===== src/rtl/sensor_conditioner_pkg.sv =====
// Shared types for the loop-detector conditioning front end of the
// traffic light controller.
package sensor_conditioner_pkg;

  typedef enum logic [1:0] {
    RED    = 2'd0,
    YELLOW = 2'd1,
    GREEN  = 2'd2
  } colors;

  typedef enum logic [1:0] {
    ABSENT   = 2'd0,
    QUAL_ON  = 2'd1,
    PRESENT  = 2'd2,
    QUAL_OFF = 2'd3
  } det_state_t;

  localparam int NUM_CHANNELS = 5;

  localparam int CH_E_STR  = 0;
  localparam int CH_W_STR  = 1;
  localparam int CH_E_LEFT = 2;
  localparam int CH_W_LEFT = 3;
  localparam int CH_NS     = 4;

endpackage


===== src/rtl/sensor_conditioner_if.sv =====
// Bundle of raw detector levels, light feedback and conditioned demand
// exchanged between the detector front end and its surroundings.
interface sensor_conditioner_if;
  import sensor_conditioner_pkg::*;

  logic e_str_raw;
  logic w_str_raw;
  logic e_left_raw;
  logic w_left_raw;
  logic ns_raw;

  colors e_str_light;
  colors w_str_light;
  colors e_left_light;
  colors w_left_light;
  colors ns_light;

  logic e_str_sensor;
  logic w_str_sensor;
  logic e_left_sensor;
  logic w_left_sensor;
  logic ns_sensor;

  logic [NUM_CHANNELS-1:0] stuck_fault;

  modport master (
    output e_str_raw, w_str_raw, e_left_raw, w_left_raw, ns_raw,
    output e_str_light, w_str_light, e_left_light, w_left_light, ns_light,
    input  e_str_sensor, w_str_sensor, e_left_sensor, w_left_sensor, ns_sensor,
    input  stuck_fault
  );

  modport slave (
    input  e_str_raw, w_str_raw, e_left_raw, w_left_raw, ns_raw,
    input  e_str_light, w_str_light, e_left_light, w_left_light, ns_light,
    output e_str_sensor, w_str_sensor, e_left_sensor, w_left_sensor, ns_sensor,
    output stuck_fault
  );

endinterface


===== src/rtl/sensor_conditioner_channel.sv =====
// One detector channel: two-flop synchroniser, edge debouncer, demand
// latch cleared by green, and a sticky stuck-occupied fault.
module sensor_channel
  import sensor_conditioner_pkg::*;
#(
  parameter int DEBOUNCE_CYCLES = 3,
  parameter int STUCK_CYCLES    = 255
) (
  input  logic  clk,
  input  logic  reset,
  input  logic  raw,
  input  colors light,
  output logic  sensor,
  output logic  fault
);

  localparam logic [3:0]  CNT_LAST  = 4'(DEBOUNCE_CYCLES - 1);
  localparam logic [15:0] SCNT_LAST = 16'(STUCK_CYCLES - 1);
  localparam logic [15:0] SCNT_MAX  = 16'hFFFF;

  logic       s1_p0;
  logic       s2_p1;
  det_state_t state;
  det_state_t state_next;
  logic [3:0] cnt;
  logic [3:0] cnt_next;
  logic       call;
  logic [15:0] scnt;
  logic       present;

  // Synchronise the asynchronous loop level; only s2 is trusted.
  always_ff @(posedge clk) begin
    if (reset) begin
      s1_p0 <= 1'b0;
      s2_p1 <= 1'b0;
    end else begin
      s1_p0 <= raw;
      s2_p1 <= s1_p0;
    end
  end

  // Debounce state register.
  always_ff @(posedge clk) begin
    if (reset) begin
      state <= ABSENT;
      cnt   <= 4'd0;
    end else begin
      state <= state_next;
      cnt   <= cnt_next;
    end
  end

  // Debounce next state: a level change must persist DEBOUNCE_CYCLES samples.
  always_comb begin
    state_next = state;
    cnt_next   = cnt;
    case (state)
      ABSENT: begin
        if (s2_p1) begin
          state_next = QUAL_ON;
          cnt_next   = 4'd1;
        end
      end
      QUAL_ON: begin
        if (!s2_p1) begin
          state_next = ABSENT;
          cnt_next   = 4'd0;
        end else if (cnt == CNT_LAST) begin
          state_next = PRESENT;
        end else begin
          cnt_next = cnt + 4'd1;
        end
      end
      PRESENT: begin
        if (!s2_p1) begin
          state_next = QUAL_OFF;
          cnt_next   = 4'd1;
        end
      end
      QUAL_OFF: begin
        if (s2_p1) begin
          state_next = PRESENT;
        end else if (cnt == CNT_LAST) begin
          state_next = ABSENT;
        end else begin
          cnt_next = cnt + 4'd1;
        end
      end
      default: begin
        state_next = ABSENT;
        cnt_next   = 4'd0;
      end
    endcase
  end

  assign present = (state == PRESENT) || (state == QUAL_OFF);

  // Demand memory: held through yellow/red/all-red, cleared once green is seen.
  always_ff @(posedge clk) begin
    if (reset) begin
      call <= 1'b0;
    end else begin
      call <= (call | present) & (light != GREEN);
    end
  end

  // Stuck detector: saturating run length of steady occupancy, sticky fault.
  always_ff @(posedge clk) begin
    if (reset) begin
      scnt  <= 16'd0;
      fault <= 1'b0;
    end else if (state == PRESENT) begin
      if (scnt != SCNT_MAX) begin
        scnt <= scnt + 16'd1;
      end
      if (scnt == SCNT_LAST) begin
        fault <= 1'b1;
      end
    end else begin
      scnt <= 16'd0;
    end
  end

  // A faulted channel recalls permanently so the approach is never starved.
  assign sensor = present | call | fault;

endmodule


===== src/rtl/sensor_conditioner.sv =====
// Five independent detector channels feeding the traffic light controller.
module sensor_conditioner
  import sensor_conditioner_pkg::*;
#(
  parameter int DEBOUNCE_CYCLES = 3,
  parameter int STUCK_CYCLES    = 255
) (
  input logic           clk,
  input logic           reset,
  sensor_conditioner_if.slave bus
);

  sensor_channel #(.DEBOUNCE_CYCLES(DEBOUNCE_CYCLES), .STUCK_CYCLES(STUCK_CYCLES)) u_e_str (
    .clk(clk), .reset(reset), .raw(bus.e_str_raw), .light(bus.e_str_light),
    .sensor(bus.e_str_sensor), .fault(bus.stuck_fault[CH_E_STR])
  );

  sensor_channel #(.DEBOUNCE_CYCLES(DEBOUNCE_CYCLES), .STUCK_CYCLES(STUCK_CYCLES)) u_w_str (
    .clk(clk), .reset(reset), .raw(bus.w_str_raw), .light(bus.w_str_light),
    .sensor(bus.w_str_sensor), .fault(bus.stuck_fault[CH_W_STR])
  );

  sensor_channel #(.DEBOUNCE_CYCLES(DEBOUNCE_CYCLES), .STUCK_CYCLES(STUCK_CYCLES)) u_e_left (
    .clk(clk), .reset(reset), .raw(bus.e_left_raw), .light(bus.e_left_light),
    .sensor(bus.e_left_sensor), .fault(bus.stuck_fault[CH_E_LEFT])
  );

  sensor_channel #(.DEBOUNCE_CYCLES(DEBOUNCE_CYCLES), .STUCK_CYCLES(STUCK_CYCLES)) u_w_left (
    .clk(clk), .reset(reset), .raw(bus.w_left_raw), .light(bus.w_left_light),
    .sensor(bus.w_left_sensor), .fault(bus.stuck_fault[CH_W_LEFT])
  );

  sensor_channel #(.DEBOUNCE_CYCLES(DEBOUNCE_CYCLES), .STUCK_CYCLES(STUCK_CYCLES)) u_ns (
    .clk(clk), .reset(reset), .raw(bus.ns_raw), .light(bus.ns_light),
    .sensor(bus.ns_sensor), .fault(bus.stuck_fault[CH_NS])
  );

endmodule

===== src/flat_wrapper.sv =====
// flat-port wrapper written by rule: the top's interface ports become plain ports
module sensor_conditioner_flat import sensor_conditioner_pkg::*;
#(
  parameter int DEBOUNCE_CYCLES = 3,
  parameter int STUCK_CYCLES    = 255
)
  (clk, reset, bus_e_str_raw, bus_w_str_raw, bus_e_left_raw, bus_w_left_raw, bus_ns_raw, bus_e_str_light, bus_w_str_light, bus_e_left_light, bus_w_left_light, bus_ns_light, bus_e_str_sensor, bus_w_str_sensor, bus_e_left_sensor, bus_w_left_sensor, bus_ns_sensor, bus_stuck_fault);
  sensor_conditioner_if bus_i ();
  input logic clk;
  input logic reset;
  input wire logic [$bits(bus_i.e_str_raw)-1:0] bus_e_str_raw;
  input wire logic [$bits(bus_i.w_str_raw)-1:0] bus_w_str_raw;
  input wire logic [$bits(bus_i.e_left_raw)-1:0] bus_e_left_raw;
  input wire logic [$bits(bus_i.w_left_raw)-1:0] bus_w_left_raw;
  input wire logic [$bits(bus_i.ns_raw)-1:0] bus_ns_raw;
  input wire logic [$bits(bus_i.e_str_light)-1:0] bus_e_str_light;
  input wire logic [$bits(bus_i.w_str_light)-1:0] bus_w_str_light;
  input wire logic [$bits(bus_i.e_left_light)-1:0] bus_e_left_light;
  input wire logic [$bits(bus_i.w_left_light)-1:0] bus_w_left_light;
  input wire logic [$bits(bus_i.ns_light)-1:0] bus_ns_light;
  output wire logic [$bits(bus_i.e_str_sensor)-1:0] bus_e_str_sensor;
  output wire logic [$bits(bus_i.w_str_sensor)-1:0] bus_w_str_sensor;
  output wire logic [$bits(bus_i.e_left_sensor)-1:0] bus_e_left_sensor;
  output wire logic [$bits(bus_i.w_left_sensor)-1:0] bus_w_left_sensor;
  output wire logic [$bits(bus_i.ns_sensor)-1:0] bus_ns_sensor;
  output wire logic [$bits(bus_i.stuck_fault)-1:0] bus_stuck_fault;
  assign bus_i.e_str_raw = bus_e_str_raw;
  assign bus_i.w_str_raw = bus_w_str_raw;
  assign bus_i.e_left_raw = bus_e_left_raw;
  assign bus_i.w_left_raw = bus_w_left_raw;
  assign bus_i.ns_raw = bus_ns_raw;
  assign bus_i.e_str_light = bus_e_str_light;
  assign bus_i.w_str_light = bus_w_str_light;
  assign bus_i.e_left_light = bus_e_left_light;
  assign bus_i.w_left_light = bus_w_left_light;
  assign bus_i.ns_light = bus_ns_light;
  assign bus_e_str_sensor = bus_i.e_str_sensor;
  assign bus_w_str_sensor = bus_i.w_str_sensor;
  assign bus_e_left_sensor = bus_i.e_left_sensor;
  assign bus_w_left_sensor = bus_i.w_left_sensor;
  assign bus_ns_sensor = bus_i.ns_sensor;
  assign bus_stuck_fault = bus_i.stuck_fault;
  sensor_conditioner #(.DEBOUNCE_CYCLES(DEBOUNCE_CYCLES), .STUCK_CYCLES(STUCK_CYCLES)) u_core (.clk(clk), .reset(reset), .bus(bus_i));
endmodule

===== config.mk =====
export PLATFORM = sky130hd
export DESIGN_NAME = sensor_conditioner_flat
export DESIGN_NICKNAME = d
export VERILOG_FILES = /design/src/rtl/sensor_conditioner_pkg.sv /design/src/rtl/sensor_conditioner_if.sv /design/src/rtl/sensor_conditioner_channel.sv /design/src/rtl/sensor_conditioner.sv /design/src/flat_wrapper.sv
export SDC_FILE = /design/constraint.sdc
export NUM_CORES = 1
export LEC_CHECK = 0
export CAP_MARGIN = 20
export CORE_MARGIN = 3
export CORE_UTILIZATION = 40
export CTS_BUF_LIST = sky130_fd_sc_hd__clkbuf_4 sky130_fd_sc_hd__clkbuf_8 sky130_fd_sc_hd__clkbuf_16
export CTS_CLUSTER_SIZE = 40
export DETAILED_ROUTE_END_ITERATION = 6
export PLACE_DENSITY_LB_ADDON = 0.25
export SLEW_MARGIN = 20
export SYNTH_ARGS = -nofsm -noshare
export SYNTH_HDL_FRONTEND = slang
export SYNTH_HIERARCHICAL = 1
export SYNTH_SLANG_ARGS = --single-unit

===== constraint.sdc =====
create_clock -name clk -period 1.6 [get_ports clk]
set_input_delay 0.24 -clock clk [delete_from_list [all_inputs] [get_ports clk]]
set_output_delay 0.24 -clock clk [all_outputs]
set_load 0.05 [all_outputs]

# After elaboration in Yosys (flattened, before gate mapping)
# Index checks and enable logic that the tools add are counted.
# Widths: inputs -> output; s select.
# word_totals
regBits,130
# op_classes
n_addsub,10
mux,65
reduce_logical,30
n_eq_ne,60
n_bitwise,20
# ops
operator,n
$mux 4,25
$add 16x1->16 const B,5
$eq 16x8->1 const B,5
$ne 16x16->1 const B,5
$pmux 4 s4,5
$mux 2,30
$ne 2x2->1 const B,20
$pmux 2 s4,5
$ne 3x3->1 const B,10
$add 4x1->4 const B,5
$eq 2x2->1 const B,10
$eq 4x2->1 const B,5
$reduce_and 4->1,5
$reduce_and 3->1,5
$eq 2x1->1 const B,5
$logic_not 2->1,5
$or 1x1->1,10
$reduce_and 2->1,5
$reduce_or 2->1,5
$and 1x1->1,5
$logic_or 1x1->1,5
$not 1->1,5

# Longest topological paths before layout
# Gate-level depths: netlist (run 1).
# logic_depth
depth_word,4
depth_mapped,6
depth_no_buf,6

# By module
# Netlist (run 1), hierarchy kept.
# modules_own_cells
module,n_inst,area_per_inst_um2,cells_per_inst
sensor_channel (u_core.u_e_left ...),3,1336.3,152
sensor_channel (u_core.u_w_str),1,1350.0,153
sensor_channel (u_core.u_ns),1,1337.5,151

# Worst setup path after synthesis (run 1)
# No wires, ideal clock.
# synth_path
path_type,flip-flop to flip-flop
start,reg u_core.u_e_left.cnt[0]
end,reg u_core.u_e_left.cnt[0]
synth_period_minus_slack_ps,1494
path_slack_ps,106
stages_incl_launch_ff,7
t_arrival_ps,1409
path_cell_list,dfxtp_1 inv_1 ha_1 nor3b_1 a211oi_1 o31a_1 a211oi_1
# synth_via
elab_chain_cells,4
word_cells_on_any_way,6
cone_classes,add/sub: 1; eq/ne: 1; mux: 4
# synth_lines
element,line_no,source
"start, declared",sensor_conditioner_channel.sv:25,logic [3:0] cnt;
"start signal, assigned",sensor_conditioner_channel.sv:49,cnt <= cnt_next;
$add 4x1->4 or $eq 4x2->1 (tied branches),-,
$mux 4 (*),"sensor_conditioner_channel.sv:68, sensor_conditioner_channel.sv:83",
$mux 4 (on tied branches),"sensor_conditioner_channel.sv:81, sensor_conditioner_channel.sv:65",
$pmux 4 s4 (*),sensor_conditioner_channel.sv:57,case (state)
# Every way passes the cells marked *; elsewhere a longest branch is shown, timed or not. The select of a mux whose other input is x is not followed.
# A chain may end at the register's enable or synchronous reset.

# Worst setup path in the final report (run 1)
# layout_path
start,reg u_core.u_e_left.scnt[0]
end,reg u_core.u_e_left.scnt[6]
# layout_via
elab_chain_cells,1
word_cells_on_any_way,2
cone_classes,add/sub: 1; eq/ne: 1
# layout_lines
element,line_no,source
"start, declared",sensor_conditioner_channel.sv:28,logic [15:0] scnt;
"start signal, assigned",sensor_conditioner_channel.sv:114,scnt <= scnt + 16'd1;
$add 16x1->16 or $ne 16x16->1 (tied branches),"sensor_conditioner_channel.sv:114, sensor_conditioner_channel.sv:113",
# Parallel ways exist; a longest one is shown, timed or not.

==> impl_metrics.py, run 1 <==
metrics = {
    "outcome": {
        "outcome": "completed",
    },
    "timing": {
        "slew_headroom_pct": 63.0,
        "grt_setup_unrepaired": "yes",
        "finalSetupViolCount": 0,
        "setup_ws_ps": 38.8,
        "timing.final.crit_share_pct": 97.6,
        "tns_ps": 0,
        "finClkSkew_ps": 6.26,
        "slew_violations": 0,
        "tightest_slew_ps": 555,
        "hold_violations": 0,
        "period_needed_ps": 1560,
        "max_clock_freq_mhz": 641,
    },
    "synthesis": {
        "ys_seq_area_share_pct": 38.9,
        "async_reset_ff_share_pct": 0,
        "synth_seq_cells": 130,
        "synth_area_um2": 6700,
        "synthTopCellsByArea": "dfxtp_1, ha_1, a211oi_1, nor2_1, a21oi_1",
        "synth_top_area_cell": "dfxtp_1",
        "ys_top_cells_by_count": "dfxtp_1, nor2_1, a21oi_1",
        "synth_ff_type": "dfxtp_1",
        "synth_edf_count": 0,
        "synth_cell_types": 50,
        "synthXorXnorAreaFrac_pct": 3.27,
        "synthAdderAreaFrac_pct": 3.74,
        "syn_area_per_cell_um2": 8.81,
        "syn-num-nets": 797,
        "yosys.area.top_type_share_pct": 38.9,
        "synthMuxAreaShare_pct": 1.49,
        "synth_top_family_by_area": "simple AND/OR/NAND/NOR gates",
        "synth_compound_area_share_pct": 18.3,
        "synth-simple-area-share_pct": 29.8,
        "synthCells": 760,
        "yosysMostFrequentCell": "dfxtp_1",
        "ys_warn_count": 6,
    },
    "clock_tree": {
        "clk_latency_ps": 420,
        "cts_tree": "yes",
        "clockBufferDepth": 2,
        "cts_hold_buf": 0,
        "clk_pin_slew_ps": 60,
        "cts_buffers": 17,
        "htreeDepth": 4,
        "cts_sinks": 130,
        "cts-root-buf": "clkbuf_16",
    },
    "die": {
        "row_count": 46,
        "initial_utilization_pct": 41.6,
        "io_pins": 27,
        "dieHeight_um": 135,
        "core_area_um2": 16100,
        "die_width_um": 135,
        "dieArea_um2": 18300,
    },
    "final_layout": {
        "area_growth_pct": 25.7,
        "fill_cells": 1443,
        "final_area_um2": 8420,
        "seqCellArea_um2": 2640,
        "nets": 866,
        "multiInputGateArea_um2": 4020,
        "drive_gt1_share_pct": 25.4,
        "diodes": 0,
        "final_cells": 1058,
    },
    "power": {
        "power.internal_mw": 6.00,
        "p_leak_nw": 3.05,
        "p_sw_mw": 1.55,
        "vdd_ir_drop_max_mv": 0.747,
        "powerDensity_nw_per_um2": 896,
        "pwr-share-clk_pct": 54.5,
        "total_power_mw": 7.55,
        "comb_power_share_pct": 2.0,
        "seq_power_share_pct": 43.5,
        "switching_share_pct": 20.5,
    },
    "routing": {
        "drtPass1Iterations": 4,
        "vias": 5997,
        "drt_wl_total_mm": 15.2,
        "ant_nets": 0,
        "post-route-drc-count": 0,
        "wl_per_cell_um": 14.4,
        "drt_iter0_markers": 298,
        "routed_via_density": 5.67,
    },
    "critical_path": {
        "cp-startpoint": "u_core/u_e_left/scnt[0]",
        "reg2reg_from": "u_core/u_e_left/scnt[0]",
        "cp_cell_sequence": "ha_2, nand4_1, nor4_4, buf_6, or3_2, a21oi_2",
        "crit_path_end": "u_core/u_e_left/scnt[6]",
        "required_ps": 1950,
        "critPathMaxFanout": 10,
        "rr_worst_depth": 6,
        "crit_type": "reg2reg",
        "cp-end-kind": "flop",
        "cp-start-kind": "flop",
        "crit_path_top_delay_cell": "or3_2",
        "r2r-end": "u_core/u_e_left/scnt[6]",
        "crit_path_max_incr_delay_ps": 470,
        "cp.arrival_ps": 1920,
        "r2r_slack_ps": 40,
    },
    "flow_run": {
        "cap_viol_max_count": 0,
    },
    "global_route": {
        "grt_usage_pct": 17.0,
        "antenna_found_initial": 0,
        "grt_first_pass_wirelength_mm": 26.1,
        "grt_max_degree": 22,
        "grt_overflow": 0,
        "grt_pass1_vias": 5768,
    },
    "placed_design": {
        "post-place-cells": 1022,
        "dp_slack_ps": -148,
        "portBuffers": 26,
        "gp_congestion": 0.888,
        "placed_area_um2": 7460,
        "dp.final_hpwl_mm": 10.5,
    },
    "hold_path": {
        "min_path_type": "in2reg",
    },
}
==> power by group through the flow <==
stage | combinational (mW) | clock (mW) | sequential, mW
final | 0.151 | 4.12 | 3.28
after global routing | 0.168 | 4.35 | 3.28
after CTS | 0.152 | 4.21 | 3.29
after detailed placement | 0.151 | 0 | 3.36
after global placement | 0.147 | 0 | 3.36
after floorplan | 0.0907 | 0 | 3.34
==> state kept, by name, summed over array words and instances, names as in the netlist, 4 cells and up, named ones only <==
name                  cells
u_core/u_w_str/scnt      16
u_core/u_e_str/cnt        4
u_core/u_ns/cnt           4
u_core/u_e_left/cnt       4
u_core/u_w_str/cnt        4
u_core/u_e_left/scnt     16
u_core/u_w_left/cnt       4
u_core/u_w_left/scnt     16
u_core/u_e_str/scnt      16
u_core/u_ns/scnt         16
==> logic make-up after synthesis <==
kind of cell / after synthesis
multiplexers: 10
adder cells (fa/ha/maj): 20
flip-flops: 130
XOR/XNOR: 25
AO/OA/AOI/OAI: 185
AND/OR/NAND/NOR: 324
buffers and inverters: 66
==> repair_timing <==
item	in CTS	in global routing
cloned	0	1
gates resized for setup	25	67
pin swaps	4	9
setup endpoints to repair	15	63
setup buffers	3	4
hold endpoints to repair	0	0
==> per-layer routing <==
| metal | vias up | track usage (%) | share of wire (%) |
|---|---|---|---|
| li1 | 3021 | - | - |
| met1 | 2864 | 21.7 | 46 |
| met2 | 95 | 28.2 | 50 |
| met3 | 17 | 4.27 | 3.0 |
| met4 | 0 | 5.21 | 1.1 |
| met5 | - | 0 | 0 |
==> layout by cell type, fill, tap and decap left out, drive strengths merged, types with 20 or more instances in the layout <==
cell type,count
buf,79
nand3,32
a211oi,31
nand2,35
or3,35
dfxtp,130
inv,23
nor2b,25
nor2,54
ha,20
o21ai,43
a21oi,40
nand4,33
nor4,25
==> critical path, delay by kind of cell (launching register included) <==
kind | cells | cell delay (ps)
AO/OA/AOI/OAI | 1 | 140
adder cells (fa/ha/maj) | 1 | 200
buffers and inverters | 1 | 140
flip-flops | 1 | 340
AND/OR/NAND/NOR | 3 | 670
==> through the flow <==
step           hold slack [ps]  util (%)
2_1_floorplan              368         -
6_report                   234      52.2
3_5_place_dp               436      46.3
5_1_grt                    249      52.2
3_3_place_gp               422      46.3
4_1_cts                    233      50.8
==> final cells by class <==
class,count,area share [%]
inverter,22,0.981
sequential,130,31.4
timing repair buffer,94,9.24
clock inverter,13,2.18
tap,216,3.21
multi-input combinational,564,47.7
clock buffer,19,5.31
==> worst min path at each step <==
stage | startpoint | end | slack, ps | cells past startpoint
2_1_floorplan | bus_e_left_raw | u_core/u_e_left/s1_p0 | 370 | 1
3_3_place_gp | u_core/u_e_str/s1_p0 | u_core/u_e_str/s2_p1 | 420 | 1
3_5_place_dp | u_core/u_w_left/s1_p0 | u_core/u_w_left/s2_p1 | 440 | 1
4_1_cts | reset | u_core/u_w_left/fault | 230 | 2
5_1_grt | reset | u_core/u_w_left/call | 250 | 2
6_report | reset | u_core/u_w_left/fault | 230 | 2
No activity file was read; power rests on OpenSTA's default activity.
==> inputs of run 2 (changes only) <==
- SLEW_MARGIN: 20 -> 15
==> results of run 2 <==
No change in the layout: final DEF, timing and power equal those of run 1.
